## config.mk

```make
export PLATFORM = sky130hd
export DESIGN_NAME = pieo_op_scheduler
export DESIGN_NICKNAME = d
export VERILOG_FILES = /design/src/rtl/pieo_op_scheduler.sv
export SDC_FILE = /design/constraint.sdc
export NUM_CORES = 1
export LEC_CHECK = 0
export ABC_AREA = 1
export BUFFER_PORTS_ARGS = -buffer_cell sky130_fd_sc_hd__buf_2
export CAP_MARGIN = 5
export CORE_UTILIZATION = 40
export CTS_CLUSTER_DIAMETER = 120
export CTS_CLUSTER_SIZE = 10
export DETAILED_ROUTE_END_ITERATION = 7
export PLACE_DENSITY_LB_ADDON = 0.1
export SLEW_MARGIN = 10
export SYNTH_ARGS = -nofsm -noshare
export SYNTH_HDL_FRONTEND = slang
export SYNTH_SLANG_ARGS = --single-unit
```

## constraint.sdc

```tcl
create_clock -name clk -period 3.2 [get_ports clk]
set_clock_uncertainty 0.2 [all_clocks]
set_input_delay 0.16 -clock clk [delete_from_list [all_inputs] [get_ports clk]]
set_output_delay 0.16 -clock clk [all_outputs]
set_load 0.05 [all_outputs]
```

## src/rtl/pieo_op_scheduler.sv

```systemverilog
// PIEO scheduler front-end: arbitrates enqueue/dequeue requesters, serialises one
// core operation at a time, and tracks list occupancy for full/empty gating.
module pieo_op_scheduler #(
  parameter int NUM_ENQ      = 4,
  parameter int ID_LOG       = 7,
  parameter int RANK_LOG     = 8,
  parameter int STARVE_LIMIT = 8,
  localparam int PTR_W       = (NUM_ENQ > 1) ? $clog2(NUM_ENQ) : 1,
  localparam int SW          = $clog2(STARVE_LIMIT + 1)
) (
  input  logic                         clk,
  input  logic                         rst,
  input  logic [NUM_ENQ-1:0]           enq_valid,
  output logic [NUM_ENQ-1:0]           enq_ready,
  input  logic [NUM_ENQ*ID_LOG-1:0]    enq_id,
  input  logic [NUM_ENQ*RANK_LOG-1:0]  enq_rank,
  input  logic [NUM_ENQ*RANK_LOG-1:0]  enq_send_time,
  input  logic                         deq_valid,
  output logic                         deq_ready,
  input  logic [RANK_LOG-1:0]          deq_cur_time,
  output logic                         resp_valid,
  input  logic                         resp_ready,
  output logic                         resp_empty,
  output logic [ID_LOG-1:0]            resp_id,
  output logic [RANK_LOG-1:0]          resp_rank,
  output logic [RANK_LOG-1:0]          resp_send_time,
  output logic                         core_start,
  output logic                         core_op,
  output logic [ID_LOG-1:0]            core_id,
  output logic [RANK_LOG-1:0]          core_rank,
  output logic [RANK_LOG-1:0]          core_send_time,
  output logic [RANK_LOG-1:0]          core_cur_time,
  input  logic                         core_done,
  input  logic                         core_deq_valid,
  input  logic [ID_LOG-1:0]            core_deq_id,
  input  logic [RANK_LOG-1:0]          core_deq_rank,
  input  logic [RANK_LOG-1:0]          core_deq_send_time,
  output logic [ID_LOG:0]              occupancy,
  output logic                         full,
  output logic                         empty,
  output logic [1:0]                   state_dbg,
  output logic [SW-1:0]                starve_cnt_dbg
);

  localparam logic [1:0] S_IDLE  = 2'd0;
  localparam logic [1:0] S_ISSUE = 2'd1;
  localparam logic [1:0] S_WAIT  = 2'd2;
  localparam logic [1:0] S_RESP  = 2'd3;
  localparam int LIST_SIZE = 1 << ID_LOG;

  logic [1:0]         state;
  logic [PTR_W-1:0]   rr_ptr;
  logic [SW-1:0]      starve_cnt;
  logic [NUM_ENQ-1:0] enq_elig;
  logic               any_enq;
  logic               starved;
  logic               grant_deq;
  logic               grant_enq;
  logic [PTR_W-1:0]   enq_sel;

  assign full           = (occupancy == (ID_LOG+1)'(LIST_SIZE));
  assign empty          = (occupancy == '0);
  assign state_dbg      = state;
  assign starve_cnt_dbg = starve_cnt;

  // Handshakes: a transfer happens in the cycle where valid & ready are both high.
  // Requesters hold valid and data until ready; ready is only raised in IDLE, and
  // resp_valid holds the response stable until resp_ready.
  assign enq_elig  = enq_valid & {NUM_ENQ{~full}};
  assign any_enq   = |enq_elig;
  assign starved   = (starve_cnt == SW'(STARVE_LIMIT)) && any_enq;
  assign grant_deq = (state == S_IDLE) && deq_valid && !starved;
  assign grant_enq = (state == S_IDLE) && any_enq && !grant_deq;

  assign deq_ready  = grant_deq;
  assign core_start = (state == S_ISSUE);
  assign resp_valid = (state == S_RESP);

  // Round-robin pick: scanning downward makes the port closest to rr_ptr win.
  always_comb begin
    enq_sel = '0;
    for (int k = NUM_ENQ - 1; k >= 0; k--) begin
      int idx;
      idx = int'(rr_ptr) + k;
      if (idx >= NUM_ENQ) idx = idx - NUM_ENQ;
      if (enq_elig[idx]) enq_sel = PTR_W'(idx);
    end
  end

  always_comb begin
    enq_ready = '0;
    if (grant_enq) enq_ready[enq_sel] = 1'b1;
  end

  always_ff @(posedge clk) begin
    if (rst) begin
      state          <= S_IDLE;
      rr_ptr         <= '0;
      starve_cnt     <= '0;
      occupancy      <= '0;
      core_op        <= 1'b0;
      core_id        <= '0;
      core_rank      <= '0;
      core_send_time <= '0;
      core_cur_time  <= '0;
      resp_empty     <= 1'b0;
      resp_id        <= '0;
      resp_rank      <= '0;
      resp_send_time <= '0;
    end else begin
      case (state)
        S_IDLE: begin
          if (grant_deq) begin
            core_op       <= 1'b1;
            core_cur_time <= deq_cur_time;
            if (any_enq && starve_cnt != SW'(STARVE_LIMIT)) starve_cnt <= starve_cnt + 1'b1;
            // Nothing stored: answer "empty" without touching the core.
            if (empty) begin
              resp_empty <= 1'b1;
              state      <= S_RESP;
            end else begin
              state <= S_ISSUE;
            end
          end else if (grant_enq) begin
            core_op        <= 1'b0;
            core_id        <= enq_id[int'(enq_sel)*ID_LOG +: ID_LOG];
            core_rank      <= enq_rank[int'(enq_sel)*RANK_LOG +: RANK_LOG];
            core_send_time <= enq_send_time[int'(enq_sel)*RANK_LOG +: RANK_LOG];
            starve_cnt     <= '0;
            rr_ptr         <= (int'(enq_sel) == NUM_ENQ - 1) ? '0 : enq_sel + 1'b1;
            state          <= S_ISSUE;
          end
        end
        S_ISSUE: state <= S_WAIT;
        S_WAIT: begin
          if (core_done) begin
            if (!core_op) begin
              if (!full) occupancy <= occupancy + 1'b1;
              state <= S_IDLE;
            end else begin
              if (core_deq_valid) begin
                if (!empty) occupancy <= occupancy - 1'b1;
                resp_id        <= core_deq_id;
                resp_rank      <= core_deq_rank;
                resp_send_time <= core_deq_send_time;
              end
              resp_empty <= !core_deq_valid;
              state      <= S_RESP;
            end
          end
        end
        default: begin
          if (resp_ready) state <= S_IDLE;
        end
      endcase
    end
  end

  no_wrap_a: assert property (@(posedge clk) disable iff (rst)
    !(state == S_WAIT && core_done && !core_op && full));

endmodule

```

After elaboration in Yosys (flattened, before gate mapping) --
Cells that the tools add are included.
Word-level totals: bits in registers 72, latch bits 0, RAM bits 0, memory bits (read-only) 0, bits of input ports 133, logic and storage cells 126, memories kept 0
Cells by class: $add $sub $neg 11, multipliers 1, divide/modulo/power cells 0, $lt $le $gt $ge 10, eq/ne operators 16, shift operators 3, muxes and demuxes 45, bitwise operators 3, reductions and logical operators 24
Operators with widths (number):
- 32-bit by 4-bit less-than comparator with 1-bit output (second input constant) | 4
- 32-bit two-way mux | 4
- 32-bit by 6-bit indexed part select with 8-bit output | 2
- 8-bit two-way mux | 4
- 28-bit by 6-bit indexed part select with 7-bit output | 1
- 2-bit two-way mux | 11
- 4-bit two-way mux | 4
- 1-bit two-way mux | 15
- 2-bit != test (second input constant) | 6
- 3-bit by 3-bit subtractor with 4-bit output (second input constant) | 3
- 5-bit AND reduction | 2
- 3-bit >= comparator (second input constant) | 3
- 3-bit AND reduction | 3
- 8-bit by 1-bit adder with 8-bit output (second input constant) | 1
- 1-bit binary-select mux with 2-bit select | 4
- 8-bit equality test (second input constant) | 1
- 8-bit logical NOT | 1
- 8-bit by 1-bit subtractor with 8-bit output (second input constant) | 1
- 1-bit logical AND | 7
- 2-bit by 2-bit adder with 3-bit output (second input constant) | 2
- 2-bit one-hot mux with 3 select lines | 1
- 2-bit by 3-bit multiplier with 5-bit output (second input constant) | 1
- 4-bit by 1-bit adder with 4-bit output (second input constant) | 1
- 4-bit AND | 1
- 22 further kinds | 30

Logic depth before layout (Yosys ltp) --
word-level depth 15, depth in mapped cells 20, gate-level depth less buffers 17

Worst setup path after synthesis --
OpenSTA, ideal clock, no wires.
path kind reg2out, start reg occupancy[4], end out enq_ready[2], arrival time 2.774 ns, path slack 0.066 ns, cell stages (with the launch flop) 19, path through dfxtp_1 inv_1 nand2_1 nor2_2 nand2_2 buf_6 nand3_1 nand2_1 nand2_1 nand2_1 clkinv_1 nand2_2 nand3_2 nand2_4 buf_12 buf_12 ha_1 inv_1 nor2_1
On the way: cells in the longest elaborated chain, start to end 15, elaborated cells between the ends (all ways) 32
Ends and longest elaborated chain:
- start, declared | line 38 | output logic [ID_LOG:0] occupancy,
- start signal, assigned | line 138 | if (!full) occupancy <= occupancy + 1'b1;
- start signal, assigned | line 142 | if (!empty) occupancy <= occupancy - 1'b1;
- 8-bit equality test * | line 61 | assign full = (occupancy == (ID_LOG+1)'(LIST_SIZE));
- 1-bit inverter * | line 69 | assign enq_elig = enq_valid & {NUM_ENQ{~full}};
- 4-bit AND * | line 69
- 1-bit binary-select mux with 2-bit select | line 86 | if (enq_elig[idx]) enq_sel = PTR_W'(idx);
- 1-bit two-way mux (implied by the code) (2 in a row) | line 86
- 2-bit two-way mux (4 in a row) | line 86
- 2-bit by 3-bit less-than comparator with 1-bit output (implied by the code) or 2-bit by 1-bit >= comparator with 1-bit output (tied branches) | line 92 | if (grant_enq) enq_ready[enq_sel] = 1'b1;
- 1-bit logical AND (implied by the code) | line 92
- 1-bit two-way mux (implied by the code) | line 92
- 1-bit demux with 2-bit select | line 92
- 4-bit two-way mux * | line 92
- end, declared | line 14 | output logic [NUM_ENQ-1:0] enq_ready,
Every way passes the cells marked *; elsewhere a longest branch is shown, timed or not. The select of a mux whose other input is x is not followed.

Worst setup path after layout --
start reg occupancy[1], end reg core_send_time[0]
On the way: cells in the longest elaborated chain, start to end 11, elaborated cells between the ends (all ways) 29
Ends and longest elaborated chain:
- 8-bit equality test * | line 61
- 1-bit inverter * | line 69
- 4-bit AND * | line 69
- 1-bit binary-select mux with 2-bit select | line 86
- 1-bit two-way mux (implied by the code) (2 in a row) | line 86
- 2-bit two-way mux (4 in a row) | line 86
- 32-bit by 6-bit indexed part select with 8-bit output | line 128 | core_send_time <= enq_send_time[int'(enq_sel)*RANK_LOG +: RANK_LOG];
- end signal, assigned | line 128
- end, declared | line 31 | output logic [RANK_LOG-1:0] core_send_time,
Marked as above. A chain may end at the register's enable or synchronous reset.

==> results.toml <==
[status]
status = "completed"

[synth]
synth-async-reset-ratio = 0
synth.yosys.seq_area_share = 0.327
ys_types = 32
synth_edf_count = 0
synth-seq-cells = 72
avgSynthCellArea_sq_um = 7.35
netlist_area_sq_um = 4400
synthCells = 599
synth_common_cells = "nand2_1, nand3_1, nor2_1"
ys.flop_type = "dfxtp_1"
synth_most_common_cell = "nand2_1"
synth_nets = 744
synth.area.top_cells = "dfxtp_1, nand3_1, nand2_1"
yosys_warnings = 0
yosysTopAreaCell = "dfxtp_1"
synth_top_area_frac = 0.327

[clocking]
root_buffer = "clkbuf_8"
cts_setup_buffers = 0
cts_buffers = 9
clk_pin_slew_ns = 0.09
tritoncts = "done"
clkLatencyLatePin_ns = 0.36
cts.sink_count = 72
htree_levels = 3
clk_path_buf_depth = 2

[floorplanning]
die_h_um = 107
io-pin-count = 212
core_sq_um = 10500
die_x_um = 107
start_util = 0.419
die_area_sq_um = 11400
rows = 37

[global_route]
grt_pass1_vias = 5146
grt_use_met3 = 0.0638
use_met1 = 0.296
grt_overflow = 0
top_usage_layer = "met2"
grt_start_max_net_pins = 47
grt_pass1_wl_um = 23800
grt_use_total = 0.260
grtUsageMet2 = 0.463
antenna_found_initial = 0

[sta]
setup_viol = 0
relSlewSlack = 0.514
tightestPinTransition_ns = 0.729
finalHoldViolCount = 0
rsz0062_at_grt = "false"
period_minus_slack_ns = 2.95
clock.fmax_mhz = 339
min_period_over_period = 0.922
setup_tns_ns = 0
slew_viol_final = 0

[critical_path]
crit_path_start_kind = "flop"
reg2reg_slack_ns = 0.25
worstSetupPathType = "reg -> reg"
crit_path_end_kind = "flop"
worstRegToRegCells = 15
r2r_end = "core_send_time[0]"
required_ns = 3.26
critPathMaxFanout = 23
reg2reg_from = "occupancy[1]"
arrival_ns = 3.01

[placed_design]
postPlaceCellArea_sq_um = 5430
numPortBuffers = 211
dp_hpwl_um = 9280
place_congestion = 0.790

[finish]
final_area_sq_um = 6910
drive_above_1_share = 0.343
area_growth_pct = 56.9
num_antenna_cells = 0
final_nets = 1063

[hold_path]
whs_endpoint = "state_dbg[1]"
hold_path_depth = 4
min_path_type = "in -> reg"
hold_path_startpoint = "core_done"

[pwr]
power_leakage_uw = 0.00357
pwr_density_cell_nw_per_um2 = 1070
ir_worst_vdd_v = 0.000915

[run]
maxCapViolCount = 0

[detailed_routing]
firstDrtPassIters = 6
vias = 5266
drc = 0
wl_um = 14900
avgRoutedWirePerCell_um = 14.1
antenna_left = 0
vias_per_cell = 4.97
first_iter_violations = 568
-- kinds of logic (layout without fill, tap and decap cells) --
kind of cell               after synthesis  after routing  share of synthesized area
buffers and inverters                   79            403                      0.103
adders and majority gates               12             12                     0.0358
and+or+nand+nor                        356            356                      0.430
AOI/OAI and AO/OA                       70             70                     0.0836
xor gates and xnor gates                10             10                     0.0199
DFF                                     72             72                      0.327
-- layer usage --
metal  wire (um)  vias up  share of wire
met5           0        -              0
met4         317        0          0.021
li1            -     2595              -
met1        6310     2370           0.42
met3        1190       32          0.079
met2        7120      269           0.48
-- registers in the layout (all words and copies together), names as in the netlist --
register,flops
rr_ptr,2
resp_id,7
occupancy,8
resp_send_time,8
core_op,1
core_id,7
core_send_time,8
state_dbg,2
core_rank,8
resp_empty,1
core_cur_time,8
starve_cnt_dbg,4
resp_rank,8
-- cell usage in the layout, fill, tap and decap left out, types with 2 or more instances in the layout --
cell	n
dlygate4sd3_1	122
inv_8	2
a211oi_1	2
inv_6	2
a21oi_1	17
buf_4	5
clkbuf_8	9
inv_2	8
buf_6	3
o211ai_1	3
nand2_2	8
o21ai_0	45
nand3_1	98
nor2_1	76
nand2_1	108
dfxtp_1	72
nand2_4	24
nor2_2	3
xor2_1	9
nand3_2	34
buf_2	211
ha_1	11
inv_1	35
-- where the power goes --
group | internal (uW) | leakage (uW) | switching [uW]
Combinational | 2020 | 0.00288 | 3290
Clock | 378 | 0.000104 | 408
Sequential | 1120 | 0.000588 | 161
-- worst max-delay path: stages (launching register included) --
cell	delay (ns)
dfxtp_1	0.40
inv_2	0.06
nand2_1	0.08
nor2_2	0.06
nand2_4	0.13
nand2_1	0.10
o21ai_2	0.17
nand2_1	0.12
nand3_1	0.14
nand3_4	0.18
inv_2	0.14
buf_6	0.22
nand3_1	0.13
dlygate4sd3_1	0.58
nand3_1	0.08
nand2_1	0.05
-- timing repair --
item                                   in CTS  in global routing
gates resized for setup                     0                  6
hold buffers                              122                  0
endpoints found under the hold margin      59                  0
setup endpoints to repair                   0                 24
-- final cells by class --
cell class	instances	area, sq um
clock buffers	9	124
flip-flops and latches	72	1440
well taps	136	170
fillers	877	3600
inverters	44	165
repair buffers	343	2400
clock inverters	7	86.3
multi-input cells	448	2520
-- how the worst max path moves through the flow --
| stage | startpoint | endpoint |
|---|---|---|
| CTS | occupancy[4] | core_send_time[6] |
| detailed placement | occupancy[4] | core_id[3] |
| global placement | occupancy[7] | core_rank[0] |
| finish | occupancy[1] | core_send_time[0] |
| floorplan | occupancy[4] | enq_ready[2] |
| global route | occupancy[5] | core_id[0] |
-- stage by stage --
| stage | total power, uW | hold slack, ns | instances | util | setup WS [ns] |
|---|---|---|---|---|---|
| final | 7380 | 0.0322 | 1059 | 0.657 | 0.249 |
| after global routing | 7880 | 0.0745 | 1059 | 0.657 | 0.0175 |
| after CTS | 7160 | 0.0128 | 1058 | 0.652 | 0.102 |
| after detailed placement | 5540 | 0.188 | 920 | 0.516 | 0.625 |
| after global placement | 5480 | 0.183 | 920 | 0.516 | 0.698 |
| after floorplan | 5000 | 0.0291 | 599 | - | 0.0658 |
No activity file was read; power rests on OpenSTA's default activity.
